### src/rtl/pipeline_hazard_ctrl_if.sv
// Signal bundle between the pipeline datapath and the hazard controller.
// The datapath side is the master and drives the stage info; the controller side is the slave and drives the controls.
interface pipeline_hazard_ctrl_if;
    logic [4:0]  id_rs;
    logic [4:0]  id_rt;
    logic        id_usesRs;
    logic        id_usesRt;
    logic [4:0]  ex_rd;
    logic        ex_ifWriteRegsFile;
    logic [4:0]  mem_rd;
    logic        mem_ifWriteRegsFile;
    logic        id_branchTaken;
    logic        mem_busy;
    logic        pc_write;
    logic        ifid_write;
    logic        ifid_flush;
    logic        idex_bubble;
    logic        pipe_freeze;
    logic [1:0]  state;
    logic [15:0] stall_cycles;
    logic [15:0] freeze_cycles;
    logic        mem_timeout;

    modport master (
        output id_rs, id_rt, id_usesRs, id_usesRt,
        output ex_rd, ex_ifWriteRegsFile, mem_rd, mem_ifWriteRegsFile,
        output id_branchTaken, mem_busy,
        input  pc_write, ifid_write, ifid_flush, idex_bubble, pipe_freeze,
        input  state, stall_cycles, freeze_cycles, mem_timeout
    );

    modport slave (
        input  id_rs, id_rt, id_usesRs, id_usesRt,
        input  ex_rd, ex_ifWriteRegsFile, mem_rd, mem_ifWriteRegsFile,
        input  id_branchTaken, mem_busy,
        output pc_write, ifid_write, ifid_flush, idex_bubble, pipe_freeze,
        output state, stall_cycles, freeze_cycles, mem_timeout
    );
endinterface

### src/rtl/pipeline_hazard_ctrl.sv
// Stall/flush/freeze controller for a 5-stage pipeline: load-use style RAW hazards against EX/MEM,
// taken-branch flushes and data-memory wait freezes, with saturating event counters and a wait watchdog.
module pipeline_hazard_ctrl (
    input  logic                    clk,
    input  logic                    rst,
    pipeline_hazard_ctrl_if.slave   hz_if
);
    typedef enum logic [1:0] {
        RUN  = 2'd0,
        HAZ  = 2'd1,
        MEMW = 2'd2
    } state_e;

    state_e      state_q, state_d;
    logic [15:0] stall_cycles_q, stall_cycles_d;
    logic [15:0] freeze_cycles_q, freeze_cycles_d;
    logic [7:0]  wait_cnt_q, wait_cnt_d;
    logic        mem_timeout_q, mem_timeout_d;

    logic        pc_write_d;
    logic        ifid_write_d;
    logic        ifid_flush_d;
    logic        idex_bubble_d;
    logic        pipe_freeze_d;

    logic [1:0][4:0] src_reg;
    logic [1:0]      src_used;
    logic [1:0]      src_hit;
    logic            hz;

    assign src_reg[0]  = hz_if.id_rs;
    assign src_reg[1]  = hz_if.id_rt;
    assign src_used[0] = hz_if.id_usesRs;
    assign src_used[1] = hz_if.id_usesRt;

    // Only EX and MEM writers matter: WB writes the register file before ID reads it.
    generate
        for (genvar gi = 0; gi < 2; gi++) begin : g_src
            assign src_hit[gi] = src_used[gi] && (src_reg[gi] != 5'd0) &&
                ((hz_if.ex_ifWriteRegsFile  && (hz_if.ex_rd  == src_reg[gi])) ||
                 (hz_if.mem_ifWriteRegsFile && (hz_if.mem_rd == src_reg[gi])));
        end
    endgenerate

    assign hz = |src_hit;

    always_comb begin
        pc_write_d    = 1'b1;
        ifid_write_d  = 1'b1;
        ifid_flush_d  = 1'b0;
        idex_bubble_d = 1'b0;
        pipe_freeze_d = 1'b0;
        state_d       = RUN;
        if (rst) begin
            pc_write_d    = 1'b0;
            ifid_write_d  = 1'b0;
            ifid_flush_d  = 1'b1;
            idex_bubble_d = 1'b1;
        end else if (hz_if.mem_busy) begin
            pc_write_d    = 1'b0;
            ifid_write_d  = 1'b0;
            pipe_freeze_d = 1'b1;
            state_d       = MEMW;
        end else if (hz) begin
            // A branch decided on stale operands is ignored until the hazard clears.
            pc_write_d    = 1'b0;
            ifid_write_d  = 1'b0;
            idex_bubble_d = 1'b1;
            state_d       = HAZ;
        end else if (hz_if.id_branchTaken) begin
            ifid_flush_d  = 1'b1;
        end
    end

    always_comb begin
        stall_cycles_d  = stall_cycles_q;
        freeze_cycles_d = freeze_cycles_q;
        wait_cnt_d      = wait_cnt_q;
        mem_timeout_d   = mem_timeout_q;
        if (idex_bubble_d && (stall_cycles_q != 16'hFFFF)) begin
            stall_cycles_d = stall_cycles_q + 16'd1;
        end
        if (pipe_freeze_d && (freeze_cycles_q != 16'hFFFF)) begin
            freeze_cycles_d = freeze_cycles_q + 16'd1;
        end
        if (hz_if.mem_busy) begin
            if (wait_cnt_q == 8'd255) begin
                mem_timeout_d = 1'b1;
            end else begin
                wait_cnt_d = wait_cnt_q + 8'd1;
            end
        end else begin
            wait_cnt_d = 8'd0;
        end
    end

    always_ff @(posedge clk) begin
        if (rst) begin
            state_q         <= RUN;
            stall_cycles_q  <= 16'd0;
            freeze_cycles_q <= 16'd0;
            wait_cnt_q      <= 8'd0;
            mem_timeout_q   <= 1'b0;
        end else begin
            state_q         <= state_d;
            stall_cycles_q  <= stall_cycles_d;
            freeze_cycles_q <= freeze_cycles_d;
            wait_cnt_q      <= wait_cnt_d;
            mem_timeout_q   <= mem_timeout_d;
        end
    end

    assign hz_if.pc_write      = pc_write_d;
    assign hz_if.ifid_write    = ifid_write_d;
    assign hz_if.ifid_flush    = ifid_flush_d;
    assign hz_if.idex_bubble   = idex_bubble_d;
    assign hz_if.pipe_freeze   = pipe_freeze_d;
    assign hz_if.state         = state_q;
    assign hz_if.stall_cycles  = stall_cycles_q;
    assign hz_if.freeze_cycles = freeze_cycles_q;
    assign hz_if.mem_timeout   = mem_timeout_q;
endmodule

### src/flat_wrapper.sv
// flat-port wrapper written by rule: the top's interface ports become plain ports
module pipeline_hazard_ctrl_flat 
  (clk, rst, hz_if_id_rs, hz_if_id_rt, hz_if_id_usesRs, hz_if_id_usesRt, hz_if_ex_rd, hz_if_ex_ifWriteRegsFile, hz_if_mem_rd, hz_if_mem_ifWriteRegsFile, hz_if_id_branchTaken, hz_if_mem_busy, hz_if_pc_write, hz_if_ifid_write, hz_if_ifid_flush, hz_if_idex_bubble, hz_if_pipe_freeze, hz_if_state, hz_if_stall_cycles, hz_if_freeze_cycles, hz_if_mem_timeout);
  pipeline_hazard_ctrl_if hz_if_i ();
  input  logic clk;
  input  logic rst;
  input wire logic [$bits(hz_if_i.id_rs)-1:0] hz_if_id_rs;
  input wire logic [$bits(hz_if_i.id_rt)-1:0] hz_if_id_rt;
  input wire logic [$bits(hz_if_i.id_usesRs)-1:0] hz_if_id_usesRs;
  input wire logic [$bits(hz_if_i.id_usesRt)-1:0] hz_if_id_usesRt;
  input wire logic [$bits(hz_if_i.ex_rd)-1:0] hz_if_ex_rd;
  input wire logic [$bits(hz_if_i.ex_ifWriteRegsFile)-1:0] hz_if_ex_ifWriteRegsFile;
  input wire logic [$bits(hz_if_i.mem_rd)-1:0] hz_if_mem_rd;
  input wire logic [$bits(hz_if_i.mem_ifWriteRegsFile)-1:0] hz_if_mem_ifWriteRegsFile;
  input wire logic [$bits(hz_if_i.id_branchTaken)-1:0] hz_if_id_branchTaken;
  input wire logic [$bits(hz_if_i.mem_busy)-1:0] hz_if_mem_busy;
  output wire logic [$bits(hz_if_i.pc_write)-1:0] hz_if_pc_write;
  output wire logic [$bits(hz_if_i.ifid_write)-1:0] hz_if_ifid_write;
  output wire logic [$bits(hz_if_i.ifid_flush)-1:0] hz_if_ifid_flush;
  output wire logic [$bits(hz_if_i.idex_bubble)-1:0] hz_if_idex_bubble;
  output wire logic [$bits(hz_if_i.pipe_freeze)-1:0] hz_if_pipe_freeze;
  output wire logic [$bits(hz_if_i.state)-1:0] hz_if_state;
  output wire logic [$bits(hz_if_i.stall_cycles)-1:0] hz_if_stall_cycles;
  output wire logic [$bits(hz_if_i.freeze_cycles)-1:0] hz_if_freeze_cycles;
  output wire logic [$bits(hz_if_i.mem_timeout)-1:0] hz_if_mem_timeout;
  assign hz_if_i.id_rs = hz_if_id_rs;
  assign hz_if_i.id_rt = hz_if_id_rt;
  assign hz_if_i.id_usesRs = hz_if_id_usesRs;
  assign hz_if_i.id_usesRt = hz_if_id_usesRt;
  assign hz_if_i.ex_rd = hz_if_ex_rd;
  assign hz_if_i.ex_ifWriteRegsFile = hz_if_ex_ifWriteRegsFile;
  assign hz_if_i.mem_rd = hz_if_mem_rd;
  assign hz_if_i.mem_ifWriteRegsFile = hz_if_mem_ifWriteRegsFile;
  assign hz_if_i.id_branchTaken = hz_if_id_branchTaken;
  assign hz_if_i.mem_busy = hz_if_mem_busy;
  assign hz_if_pc_write = hz_if_i.pc_write;
  assign hz_if_ifid_write = hz_if_i.ifid_write;
  assign hz_if_ifid_flush = hz_if_i.ifid_flush;
  assign hz_if_idex_bubble = hz_if_i.idex_bubble;
  assign hz_if_pipe_freeze = hz_if_i.pipe_freeze;
  assign hz_if_state = hz_if_i.state;
  assign hz_if_stall_cycles = hz_if_i.stall_cycles;
  assign hz_if_freeze_cycles = hz_if_i.freeze_cycles;
  assign hz_if_mem_timeout = hz_if_i.mem_timeout;
  pipeline_hazard_ctrl u_core (.clk(clk), .rst(rst), .hz_if(hz_if_i));
endmodule
### config.mk
export PLATFORM = sky130hd
export DESIGN_NAME = pipeline_hazard_ctrl_flat
export DESIGN_NICKNAME = d
export VERILOG_FILES = /design/src/rtl/pipeline_hazard_ctrl_if.sv /design/src/rtl/pipeline_hazard_ctrl.sv /design/src/flat_wrapper.sv
export SDC_FILE = /design/constraint.sdc
export NUM_CORES = 1
export LEC_CHECK = 0
export ABC_AREA = 1
export BUFFER_PORTS_ARGS = -buffer_cell sky130_fd_sc_hd__buf_2
export CELL_PAD_IN_SITES_DETAIL_PLACEMENT = 0
export CELL_PAD_IN_SITES_GLOBAL_PLACEMENT = 1
export CORE_MARGIN = 3
export CORE_UTILIZATION = 38
export CTS_BUF_LIST = sky130_fd_sc_hd__clkbuf_8
export CTS_CLUSTER_DIAMETER = 50
export DETAILED_ROUTE_END_ITERATION = 6
export GPL_TIMING_DRIVEN = 0
export PLACE_DENSITY = 0.92
export SLEW_MARGIN = 10
export SYNTH_ARGS = -nofsm -noshare
export SYNTH_HDL_FRONTEND = slang
export SYNTH_SLANG_ARGS = --single-unit
### constraint.sdc
create_clock -name clk -period 1.8 [get_ports clk]
set_input_delay 0.18 -clock clk [delete_from_list [all_inputs] [get_ports clk]]
set_output_delay 0.18 -clock clk [all_outputs]
set_load 0.02 [all_outputs]
==> reports/qor.yml <==
run_status:
  status: "completed"
cts:
  max-clock-path-buffers: 2
  ctsHoldBuffers: 0
  cts_sinks: 43
  post_cts_buffers: 0
  clk_pin_slew_ns: 0.09
  h-tree-depth: 2
  cts_inserted_buffers: 5
  insertion_delay_ns: 0.30
  root_buffer: "clkbuf_8"
  cts_tree: "built"
floorplan:
  io_pins: 68
  num_rows: 31
  die_h_um: 93.27
  die_w_um: 93.27
  die_area_sq_um: 8699
  start_util: 0.3948
  core_area_sq_um: 7331
cells_and_area:
  fill_cells: 807
  synthToLayoutAreaGrowth_pct: 19.37
  stdcell_area_sq_um: 3455
  drive_gt1_frac: 0.2287
  final_nets: 581
  antenna_cells: 0
setup_path:
  path_class: "register to register"
  regToRegSetupSlack_ns: 0.14
  slowest_stage: "dfxtp_4"
  critPathArrivalTime_ns: 1.84
  cp_slowest_stage_delay_ns: 0.38
  crit_cells: 11
  ff2ff_path_depth: 11
  worstPathRequired_ns: 1.97
  crit_path_start_kind: "register"
  critical-path-top-delay-family: "simple AND/OR/NAND/NOR gates"
  crit_path_cell_trace: "ha_2 > nand3_1 > nor2_4 > nand4_1 > buf_4 > inv_1 > nor2_1 > nand3_1 > nand2_1 > nand2_1 > nor2_1"
  path_max_fanout: 10
  path_buf_inv: 2
  end_kind: "register"
flow_run:
  drv_cap: 0
place:
  place_hpwl_mm: 5.694
  io_buffers: 67
  dpl_cell_area_sq_um: 3353
  globalplace.congestion: 0.8489
  dp_slack_ns: 0.09824
power:
  power.density_nw_per_um2: 531.5
  power.total_uw: 1836
  peakVddDrop_v: 0.0002739
  power_leakage_uw: 0.001686
timing:
  setup-tns-final_ns: 0
  fin_ws_ns: 0.1375
  setup_viol: 0
  hold_viol_final: 0
  max_slew_margin: 0.6438
  worst_pin_slew_ns: 0.5343
  layout_min_cycle_time_ns: 1.663
  drv_slew: 0
  fmax_mhz: 601.5
  finClkSkew_ns: 0.005275
  finalCritPeriodShare: 0.9236
  hold_slack_ns: 0.2234
detailed_routing:
  route.detailed.wl_per_inst_um: 11.27
  vias: 3044
  drt_iter0_markers: 146
  viasPerCell: 4.683
  antenna_left: 0
  drc: 0
  drt_pre_antenna_iters: 5
  drt-total-wl_mm: 7.324
yosys:
  synth_area_sq_um: 2894
  syn_nets: 507
  yosys_warnings: 0
  ys_seq_area_frac: 0.2974
  ys_ff_latch: 43
  synth_cells: 476
  synthDistinctLibCells: 33
  syn_avg_cell_area_sq_um: 6.080
global_routing:
  grt_overflow_total: 0
  antenna_found_initial: 0
  grt_util_all_layers: 0.1699
  grt_max_degree: 14
  grt_pass1_wl_mm: 12.23
  grt_pass1_vias: 2807
hold_path:
  hold_path_depth: 4
  min_path_type: "primary input to register"
-- Yosys cell counts --
library cell  count  share of area
buf_12            1         0.0069
nor3_2            4          0.014
nor3_4            1         0.0056
o21ai_1           2         0.0035
nor3b_2           2         0.0086
nand2_4           1         0.0039
dfxtp_1          43           0.30
xor2_1            3         0.0091
o22ai_1           1         0.0022
ha_1              3          0.013
xnor2_1           2         0.0061
clkbuf_1          3         0.0039
nor2_2            1         0.0022
buf_6             1         0.0039
nor2_1           66          0.086
a21oi_1          11          0.019
nand3_1          25          0.043
nor2_4            2         0.0078
and2_4            1         0.0030
nand2_1         146           0.19
inv_2            11          0.014
inv_1            71          0.092
nand2_2           7          0.015
buf_1             1         0.0013
nor3b_1           2         0.0052
o211ai_1          1         0.0026
nand4_1          21          0.045
buf_4             5          0.013
nor3_1            9          0.016
a31oi_1           4         0.0086
nand3_2           9          0.031
o21ai_0          15          0.026
buf_2             1         0.0017
-- where the power goes --
| part | internal, uW | switching (uW) | leakage [uW] |
|---|---|---|---|
| combinational | 88.2 | 165 | 0.00129 |
| clock | 266 | 350 | 0.0000453 |
| sequential | 958 | 7.66 | 0.000349 |
| total | 1310 | 523 | 0.00169 |
-- stage by stage --
step	std cells	utilization
after global placement	642	0.4574
after global routing	650	0.4712
after CTS	650	0.4690
after floorplan	476	-
after detailed placement	642	0.4574
final	650	0.4712
-- tightest hold or removal path, cell delays in order --
cell and delay [ns]:
buf_2 0.08, inv_2 0.08, nand2_2 0.10, nor2_1 0.04
-- cells by family (layout without fill, tap and decap cells) --
logic type | Yosys count | after routing | synth area share
compound gates | 34 | 34 | 0.06182
buf+inv | 94 | 169 | 0.1371
fa+ha+maj | 3 | 3 | 0.01297
simple gates | 297 | 297 | 0.4756
xor+xnor | 5 | 5 | 0.01513
flops | 43 | 43 | 0.2975
-- state kept, by name, summed over array words and instances, names as in the netlist --
signal / count
u_core.hz_if.stall_cycles: 16
u_core.hz_if.state: 2
u_core.wait_cnt_q: 8
u_core.hz_if.freeze_cycles: 16
u_core.hz_if.mem_timeout: 1
-- cell type report --
type                       count  area [sq um]  area share
clock buffer                   5         68.82     0.01992
timing repair buffer          67         335.3     0.09707
clock inverter                 3         16.27    0.004708
sequential                    43         867.1      0.2510
buffer                        12         88.84     0.02572
inverter                      82         307.8     0.08910
tap                           99         123.9     0.03586
multi-input combinational    339          1647      0.4766
-- repair_timing --
item / in CTS / in global routing
hold endpoints to repair: 0 / 0
setup endpoints to repair: 0 / 14
gates resized for setup: 0 / 7
-- path summary, 6_finish.rpt --
| kind | startpoint | end |
|---|---|---|
| min reg2reg | u_core.hz_if.mem_timeout$_SDFFE_PP0P_ | u_core.hz_if.mem_timeout$_SDFFE_PP0P_ |
| max reg2reg | u_core.hz_if.stall_cycles[0]$_SDFFE_PP0P_ | u_core.hz_if.stall_cycles[10]$_SDFFE_PP0P_ |
| min | hz_if_mem_busy | u_core.hz_if.state[0]$_SDFF_PP0_ |
| max | u_core.hz_if.stall_cycles[0]$_SDFFE_PP0P_ | u_core.hz_if.stall_cycles[10]$_SDFFE_PP0P_ |
-- cells in the final DEF (no fill, tap or decap), types with 2 or more instances in the layout --
master / n
nand4_1: 21
o21ai_0: 15
ha_1: 2
nand2_1: 146
nor2_4: 3
nor3_1: 9
nor2_1: 65
clkbuf_1: 3
nor3b_2: 2
nor3b_1: 2
dfxtp_2: 2
dfxtp_1: 40
nand3_1: 25
a21oi_1: 11
inv_1: 72
clkbuf_8: 5
o21ai_1: 2
nor3_2: 4
inv_2: 11
nand2_2: 7
buf_4: 5
buf_2: 68
nand3_2: 9
a31oi_1: 4
xor2_1: 3
xnor2_1: 2
-- routing by layer --
metal	vias to the layer above	part of all wire	global-route usage	wire length, um
met3	6	0.057	0.03781	417
li1	1628	-	-	-
met1	1341	0.46	0.2081	3355
met5	-	0	0	0
met4	0	0.011	0.04396	80
met2	69	0.47	0.2990	3471
(Power assumes the default switching activity.)
